### src/rtl/mlp_pkg.sv
// Shared types and sizing helpers for the MLP inference controller.
package mlp_pkg;

    localparam int N_DEF      = 16;
    localparam int LAYERS_DEF = 4;

    typedef enum logic [2:0] {
        IDLE   = 3'd0,
        INIT_W = 3'd1,
        MAC    = 3'd2,
        DRAIN  = 3'd3,
        WB     = 3'd4,
        DONE   = 3'd5
    } state_t;

    function automatic int w_aw(input int n, input int layers);
        return $clog2(layers * n * n);
    endfunction

    function automatic int x_aw(input int n);
        return $clog2(n);
    endfunction

    function automatic int l_w(input int layers);
        return $clog2(layers) + 1;
    endfunction

endpackage

### src/rtl/mlp_wrap_cnt.sv
// Up-counter that returns to zero on the cycle it is enabled at MAX.
module mlp_wrap_cnt #(
    parameter int W   = 4,
    parameter int MAX = 15
) (
    input  logic         clk_i,
    input  logic         rst_ni,
    input  logic         clr_i,
    input  logic         en_i,
    output logic [W-1:0] cnt_o,
    output logic         wrap_o
);

    logic [W-1:0] cnt_q;
    logic [W-1:0] cnt_d;

    assign wrap_o = en_i && (cnt_q == W'(MAX));
    assign cnt_o  = cnt_q;

    always_comb begin
        cnt_d = cnt_q;
        if (clr_i) begin
            cnt_d = '0;
        end else if (en_i) begin
            cnt_d = wrap_o ? '0 : cnt_q + W'(1);
        end
    end

    always_ff @(posedge clk_i) begin
        if (!rst_ni) begin
            cnt_q <= '0;
        end else begin
            cnt_q <= cnt_d;
        end
    end

endmodule

### src/rtl/mlp_ctrl.sv
// Sequencer for a weight-stationary MLP: loads the weight image, then walks
// layers/neurons/inputs issuing memory reads, accumulate strobes and write-backs.
module mlp_ctrl
    import mlp_pkg::*;
#(
    parameter int N      = N_DEF,
    parameter int LAYERS = LAYERS_DEF,
    parameter int W_AW   = w_aw(N, LAYERS),
    parameter int X_AW   = x_aw(N)
) (
    input  logic                     clk_i,
    input  logic                     rst_ni,
    input  logic                     start_valid_i,
    output logic                     start_ready_o,
    input  logic                     init_valid_i,
    output logic                     init_ready_o,
    output logic                     result_valid_o,
    input  logic                     result_ready_i,
    output logic                     w_ren_o,
    output logic                     w_wen_o,
    output logic [W_AW-1:0]          w_addr_o,
    output logic                     x_ren_o,
    output logic                     x_wen_o,
    output logic                     x_sel_o,
    output logic [X_AW-1:0]          x_addr_o,
    output logic                     acc_en_o,
    output logic                     acc_clr_o,
    output logic [$clog2(LAYERS):0]  layer_o,
    output logic                     busy_o
);

    localparam int LW = l_w(LAYERS);

    state_t state_q, state_d;
    logic   x_sel_q, x_sel_d;

    logic [W_AW-1:0] i_cnt;
    logic [X_AW-1:0] k_cnt;
    logic [X_AW-1:0] j_cnt;
    logic [LW-1:0]   l_cnt;
    logic i_wrap, k_wrap, j_wrap, l_wrap;
    logic start_acc;

    assign start_acc = (state_q == IDLE) && !init_valid_i && start_valid_i;

    mlp_wrap_cnt #(.W(W_AW), .MAX(LAYERS*N*N-1)) u_i_cnt (
        .clk_i (clk_i),
        .rst_ni(rst_ni),
        .clr_i (1'b0),
        .en_i  ((state_q == INIT_W) && init_valid_i),
        .cnt_o (i_cnt),
        .wrap_o(i_wrap)
    );

    mlp_wrap_cnt #(.W(X_AW), .MAX(N-1)) u_k_cnt (
        .clk_i (clk_i),
        .rst_ni(rst_ni),
        .clr_i (start_acc),
        .en_i  (state_q == MAC),
        .cnt_o (k_cnt),
        .wrap_o(k_wrap)
    );

    mlp_wrap_cnt #(.W(X_AW), .MAX(N-1)) u_j_cnt (
        .clk_i (clk_i),
        .rst_ni(rst_ni),
        .clr_i (start_acc),
        .en_i  (state_q == WB),
        .cnt_o (j_cnt),
        .wrap_o(j_wrap)
    );

    // The last layer wraps l back to 0 on the final write-back.
    mlp_wrap_cnt #(.W(LW), .MAX(LAYERS-1)) u_l_cnt (
        .clk_i (clk_i),
        .rst_ni(rst_ni),
        .clr_i (start_acc),
        .en_i  ((state_q == WB) && j_wrap),
        .cnt_o (l_cnt),
        .wrap_o(l_wrap)
    );

    always_ff @(posedge clk_i) begin
        if (!rst_ni) begin
            state_q <= IDLE;
            x_sel_q <= 1'b0;
        end else begin
            state_q <= state_d;
            x_sel_q <= x_sel_d;
        end
    end

    always_comb begin
        state_d = state_q;
        x_sel_d = x_sel_q;
        unique case (state_q)
            IDLE: begin
                if (init_valid_i) begin
                    state_d = INIT_W;
                end else if (start_valid_i) begin
                    state_d = MAC;
                    x_sel_d = 1'b0;
                end
            end
            INIT_W: if (i_wrap) state_d = IDLE;
            MAC:    if (k_wrap) state_d = DRAIN;
            DRAIN:  state_d = WB;
            WB: begin
                state_d = MAC;
                if (j_wrap) begin
                    x_sel_d = !x_sel_q;
                    if (l_wrap) state_d = DONE;
                end
            end
            DONE:   if (result_ready_i) state_d = IDLE;
            default: state_d = IDLE;
        endcase
    end

    always_comb begin
        start_ready_o  = 1'b0;
        init_ready_o   = 1'b0;
        result_valid_o = 1'b0;
        w_ren_o        = 1'b0;
        w_wen_o        = 1'b0;
        w_addr_o       = '0;
        x_ren_o        = 1'b0;
        x_wen_o        = 1'b0;
        x_addr_o       = '0;
        acc_en_o       = 1'b0;
        acc_clr_o      = 1'b0;
        unique case (state_q)
            IDLE: start_ready_o = rst_ni && !init_valid_i;
            INIT_W: begin
                init_ready_o = 1'b1;
                if (init_valid_i) begin
                    w_wen_o  = 1'b1;
                    w_addr_o = i_cnt;
                end
            end
            MAC: begin
                w_ren_o  = 1'b1;
                x_ren_o  = 1'b1;
                w_addr_o = W_AW'(int'(l_cnt) * N * N + int'(j_cnt) * N + int'(k_cnt));
                x_addr_o = k_cnt;
                // Data for the read issued one cycle earlier arrives now.
                acc_en_o  = (k_cnt != '0);
                acc_clr_o = (k_cnt == X_AW'(1));
            end
            DRAIN: acc_en_o = 1'b1;
            WB: begin
                x_wen_o  = 1'b1;
                x_addr_o = j_cnt;
            end
            DONE: result_valid_o = 1'b1;
            default: ;
        endcase
    end

    assign busy_o  = (state_q != IDLE);
    assign x_sel_o = x_sel_q;
    assign layer_o = ($clog2(LAYERS)+1)'(l_cnt);

endmodule

### config.mk
export PLATFORM = sky130hd
export DESIGN_NAME = mlp_ctrl
export DESIGN_NICKNAME = d
export VERILOG_FILES = /design/src/rtl/mlp_pkg.sv /design/src/rtl/mlp_wrap_cnt.sv /design/src/rtl/mlp_ctrl.sv
export SDC_FILE = /design/constraint.sdc
export NUM_CORES = 1
export LEC_CHECK = 0
export CORE_ASPECT_RATIO = 1.5
export CORE_MARGIN = 3
export CORE_UTILIZATION = 50
export DETAILED_ROUTE_END_ITERATION = 10
export PLACE_DENSITY = 0.8
export SETUP_SLACK_MARGIN = 0.3
export SYNTH_ARGS = -nofsm -noshare
export SYNTH_HDL_FRONTEND = slang
export SYNTH_SLANG_ARGS = --single-unit
### constraint.sdc
create_clock -name clk_i -period 2.84 [get_ports clk_i]
set_input_delay 0.568 -clock clk_i [delete_from_list [all_inputs] [get_ports clk_i]]
set_output_delay 0.568 -clock clk_i [all_outputs]
set_load 0.05 [all_outputs]
Word level (Yosys, flattened, before mapping) --
Cells that the tools add are included.
Operators by class: add/sub/neg operators 6, bitwise operators 1, muxes and demuxes 28, reduce and logical (&&, ||, !) cells 18, equality and inequality tests 17
Operators with widths (count):
- two-way mux 3 bit | 8
- two-way mux 10 bit | 2
- case mux 10 bit (2 select lines) | 1
- case mux 3 bit (6 select lines) | 1
- two-way mux 1 bit | 11
- adder 10 x 1 -> 10 bit, second input constant | 1
- adder 10 x 4 -> 10 bit | 1
- adder 10 x 8 -> 10 bit | 1
- equality test 10 bit, second input constant | 1
- != test 2 bit, second input constant | 5
- equality test 3 x 2 -> 1 bit, second input constant | 3
- logical AND 1 bit | 9
- adder 4 x 1 -> 4 bit, second input constant | 2
- equality test 4 bit, second input constant | 2
- two-way mux 4 bit | 2
- case mux 4 bit (2 select lines) | 1
- AND reduction 4 bit | 2
- equality test 3 bit, second input constant | 2
- equality test 4 x 1 -> 1 bit, second input constant | 1
- case mux 1 bit (2 select lines) | 2
- nonzero test 4 bit | 1
- adder 3 x 1 -> 3 bit, second input constant | 1
- equality test 3 x 1 -> 1 bit, second input constant | 1
- zero test 3 bit | 1
- other kinds (7) | 8
Storage, ports and cells: output and inout port bits 28, bits in registers 25, input bits 5, word-level logic and storage cells 76

Depth between registers and ports, before layout --
word-level depth 7, gate-level depth with buffers 7, gate-level depth less buffers 5

Modules after synthesis --
Synthesis repeated with hierarchy kept, for this count alone.
Second synthesis, totals: cell total of the unflattened synthesis 183, area, all modules 1576.5 µm²
By module, submodules not included:
- mlp_ctrl | times used 1, seq. area each 80.1 µm², area an instance 534.3 µm², cells an instance 68
- mlp_wrap_cnt at u_i_cnt | times used 1, seq. area each 200.2 µm², area an instance 524.3 µm², cells an instance 55
- mlp_wrap_cnt at u_j_cnt ... | times used 2, seq. area each 80.1 µm², area an instance 191.4 µm², cells an instance 23
- mlp_wrap_cnt at u_l_cnt | times used 1, seq. area each 60.1 µm², area an instance 135.1 µm², cells an instance 14

Least setup slack after synthesis --
No wires, ideal clock.
kind input to output, from in init_valid_i, to out w_addr_o[0], data arrival time 2.127 ns, stages on the path 5, required time 2.272 ns, setup slack 0.145 ns, path buffers 2, cell sequence nand4bb_1 -> buf_2 -> inv_1 -> clkbuf_1 -> a22o_1
On the way: word-level cells in the longest chain between the ends 2
Ends and longest elaborated chain:
- from (decl) | line mlp_ctrl.sv:15 | input logic init_valid_i,
- two-way mux 10 bit | line mlp_ctrl.sv:136 | if (init_valid_i) begin
- case mux 10 bit (2 select lines) | line mlp_ctrl.sv:132 | unique case (state_q)
- to (decl) | line mlp_ctrl.sv:21 | output logic [W_AW-1:0] w_addr_o,
No other way between the ends.

Worst setup path after layout --
from reg state_q[2], to out x_wen_o
On the way: word-level cells in the longest chain between the ends 2
Ends and longest elaborated chain:
- from (decl) | line mlp_ctrl.sv:34 | state_t state_q, state_d;
- from (signal assigned) | line mlp_ctrl.sv:88 | state_q <= state_d;
- equality test 3 bit | line mlp_ctrl.sv:132
- two-way mux 1 bit | line mlp_ctrl.sv:132
- to (decl) | line mlp_ctrl.sv:23 | output logic x_wen_o,
No other way between the ends.

==> results_dict.tcl <==
set metrics [dict create \
    status "finished clean" \
    drt_iter0_drc 47 \
    num_rows 23 \
    power_leakage_nw 0.775 \
    reg2reg_setup_slack_ns 0.97 \
    ys_warn_count 0 \
    power_density_nw_per_um2 534 \
    hold_buffers 0 \
    rsz0062_at_grt "false" \
    final_max_slew_viol_count 0 \
    dp_cells 245 \
    start_util 0.527 \
    ant_nets 0 \
    synth_top_flop_cell "dfxtp_1" \
    worst_pin_slew_ns 0.519 \
    critPathLaunch "state_q[2]" \
    place_ws_ns 0.292 \
    dieArea_um2 3540 \
    critPathCapture "x_wen_o" \
    clk_latency_ns 0.27 \
    yosys-top-cells-area "dfxtp_1 (35%), a22o_1 (6.8%), nand2_1 (6.3%)" \
    wl_per_cell_um 15.3 \
    antenna_found_initial 0 \
    area_growth_pct 41.5 \
    r2r_start "state_q[0]" \
    cp.arrival_ns 1.92 \
    drive_gt1_frac 0.170 \
    diodes 0 \
    synth_fp_nets 193 \
    synthCells 181 \
    syn_avg_cell_area_um2 7.88 \
    fin_crit_ns 2.49 \
    swShare 0.400 \
    tns_ns 0 \
    nets 225 \
    grt_max_degree 15 \
    pwr-share-seq 0.385 \
    dr.pass1.iters 4 \
    port_buffers 32 \
    critPathMaxFanout 9 \
    synth_top_cell_by_area "dfxtp_1" \
    r2r-end "state_q[0]" \
    slew_headroom 0.653 \
    tritoncts "built" \
    hp-class "flip-flop to flip-flop" \
    clk_pin_slew_ns 0.09 \
    cts_root_buf "clkbuf_8" \
    min_from "u_l_cnt.cnt_o[2]" \
    synth_top_area_frac 0.351 \
    cts_num_sinks 25 \
    cts-htree-levels 1 \
    post-dp-hpwl_um 3030 \
    synth_edf_count 0 \
    grt_overflow_total 0 \
    gp_congestion 0.927 \
    grt_pass1_wl_um 6470 \
    fp.dieW_um 49.6 \
    clkPwrFrac 0.195 \
    finalClockSkew_ns 0.00352 \
    route.vias.total 1406 \
    power.internal_w 0.000647 \
    cts_buffer_depth 2 \
    final.period_utilization 0.877 \
    fin_ws_ns 0.351 \
    required_ns 2.27 \
    ir_drop_mv 0.375 \
    worstSetupPathType "flip-flop to output pin" \
    die_y_um 71.4 \
    power_switching_w 0.000430 \
    synth-seq-cells 25 \
    core_area_um2 2710 \
    io_pins 33 \
    grt_use_total 0.231 \
    pwr-share-comb 0.420 \
    cts_buffers 3 \
    final_cells 249 \
    cap_violations 0 \
    finalSetupViolCount 0 \
    cp-start-kind "flip-flop" \
    max_freq_mhz 402 \
    mappedNetlistArea_um2 1430 \
    finalWirelength_um 3800 \
    ff2ff_path_depth 5 \
    hold_viol_final 0 \
    first_global_vias 1344 \
    synth_seq_area_share 0.351 \
    viasPerCell 5.65 \
    drc_errors 0 \
    ys_async_sr_fraction 0 \
    end_kind "output pin" \
    report.power.total_w 0.00108 \
    synth.distinct_cells 37 \
]
-- metal layers --
metal,routed length (um),GRT usage,vias up
met2,2120,0.446,36
met5,0,0,-
met4,38,0.0800,0
li1,-,-,691
met3,133,0.0312,4
met1,1500,0.250,675
-- cell usage after synthesis, drive strengths merged, types with 3 or more instances --
cell and n:
nand3 6, inv 9, o21ai 6, and3 3, and2 6, nor2 19
ha 7, nor3 6, a21oi 16, nand2 25, xor2 5, or3 4
dfxtp 25, buf 6, clkbuf 3, a22o 11, xnor2 4
-- final cells by class --
cell class | count | area (um^2)
multi-input combinational | 137 | 848
fill | 202 | 687
timing repair buffer | 36 | 539
sequential | 25 | 500
tap | 37 | 46.3
clock buffer | 4 | 45.0
inverter | 10 | 38.8
-- flip-flops by register name, indices dropped and copies added (netlist names) --
| signal | count |
|---|---|
| x_sel_o | 1 |
| u_j_cnt.cnt_o | 4 |
| u_i_cnt.cnt_o | 10 |
| u_k_cnt.cnt_o | 4 |
| state_q | 3 |
| u_l_cnt.cnt_o | 3 |
-- critical path: stages, from the launching register on --
cell	delay, ns
dfxtp_1	0.52
or3b_4	0.47
clkinv_2	0.12
dlygate4sd2_1	0.54
-- power by group through the flow --
| stage | Sequential [W] | Clock (W) | Combinational [W] |
|---|---|---|---|
| after floorplan | 0.000396 | 0 | 0.000315 |
| after global placement | 0.000419 | 0 | 0.000442 |
| after detailed placement | 0.000421 | 0 | 0.000452 |
| after CTS | 0.000413 | 0.000212 | 0.000452 |
| after global routing | 0.000418 | 0.000227 | 0.000482 |
| final | 0.000415 | 0.000210 | 0.000452 |
-- per-stage QoR --
stage / cell area (um^2) / hold slack (ns) / util
after floorplan: 1430 / 0.471 / -
after global placement: 1970 / 0.455 / 0.730
after detailed placement: 1970 / 0.474 / 0.730
after CTS: 2020 / 0.484 / 0.746
after global routing: 2020 / 0.514 / 0.746
final: 2020 / 0.490 / 0.746
-- what timing repair did --
| item | 4_1_cts | 5_1_grt |
|---|---|---|
| buffers inserted | 0 | 0 |
| resized for setup | 3 | 2 |
| endpoints found under the hold margin | 0 | 0 |
| setup endpoints to repair | 11 | 2 |
-- layout by cell type (no fill, tap or decap), types with 2 or more instances in the layout --
| master | netlist | layout |
|---|---|---|
| or2_2 | 2 | 2 |
| clkdlybuf4s50_1 | 0 | 11 |
| and2_1 | 6 | 6 |
| nand4_1 | 2 | 2 |
| a22o_1 | 11 | 11 |
| buf_12 | 0 | 19 |
| xor2_1 | 5 | 5 |
| buf_4 | 1 | 4 |
| or3_1 | 4 | 4 |
| dfxtp_1 | 25 | 25 |
| and3_1 | 3 | 3 |
| nand2_1 | 24 | 24 |
| nand3_1 | 6 | 6 |
| a21oi_1 | 16 | 16 |
| xnor2_1 | 4 | 4 |
| clkbuf_8 | 0 | 3 |
| nor4_1 | 2 | 2 |
| inv_1 | 9 | 8 |
| nor2_1 | 19 | 19 |
| ha_1 | 7 | 7 |
| o21ai_0 | 6 | 5 |
| nor3_1 | 6 | 6 |
-- worst min path at each step --
stage	endpoint	slack, ns	cells past startpoint
2_1_floorplan	u_i_cnt.cnt_o[9]	0.47	2
3_3_place_gp	u_l_cnt.cnt_o[2]	0.45	2
3_5_place_dp	u_l_cnt.cnt_o[2]	0.47	2
4_1_cts	u_l_cnt.cnt_o[2]	0.48	2
5_1_grt	u_l_cnt.cnt_o[2]	0.51	2
6_report	u_l_cnt.cnt_o[2]	0.49	2
-- logic make-up after synthesis --
logic type,count (synthesis),synth area share
fa+ha+maj,7,0.0614
xor+xnor,9,0.0553
flops,25,0.351
buf+inv,19,0.0623
compound gates,39,0.182
simple gates,82,0.288
No activity file was read; power rests on OpenSTA's default activity.
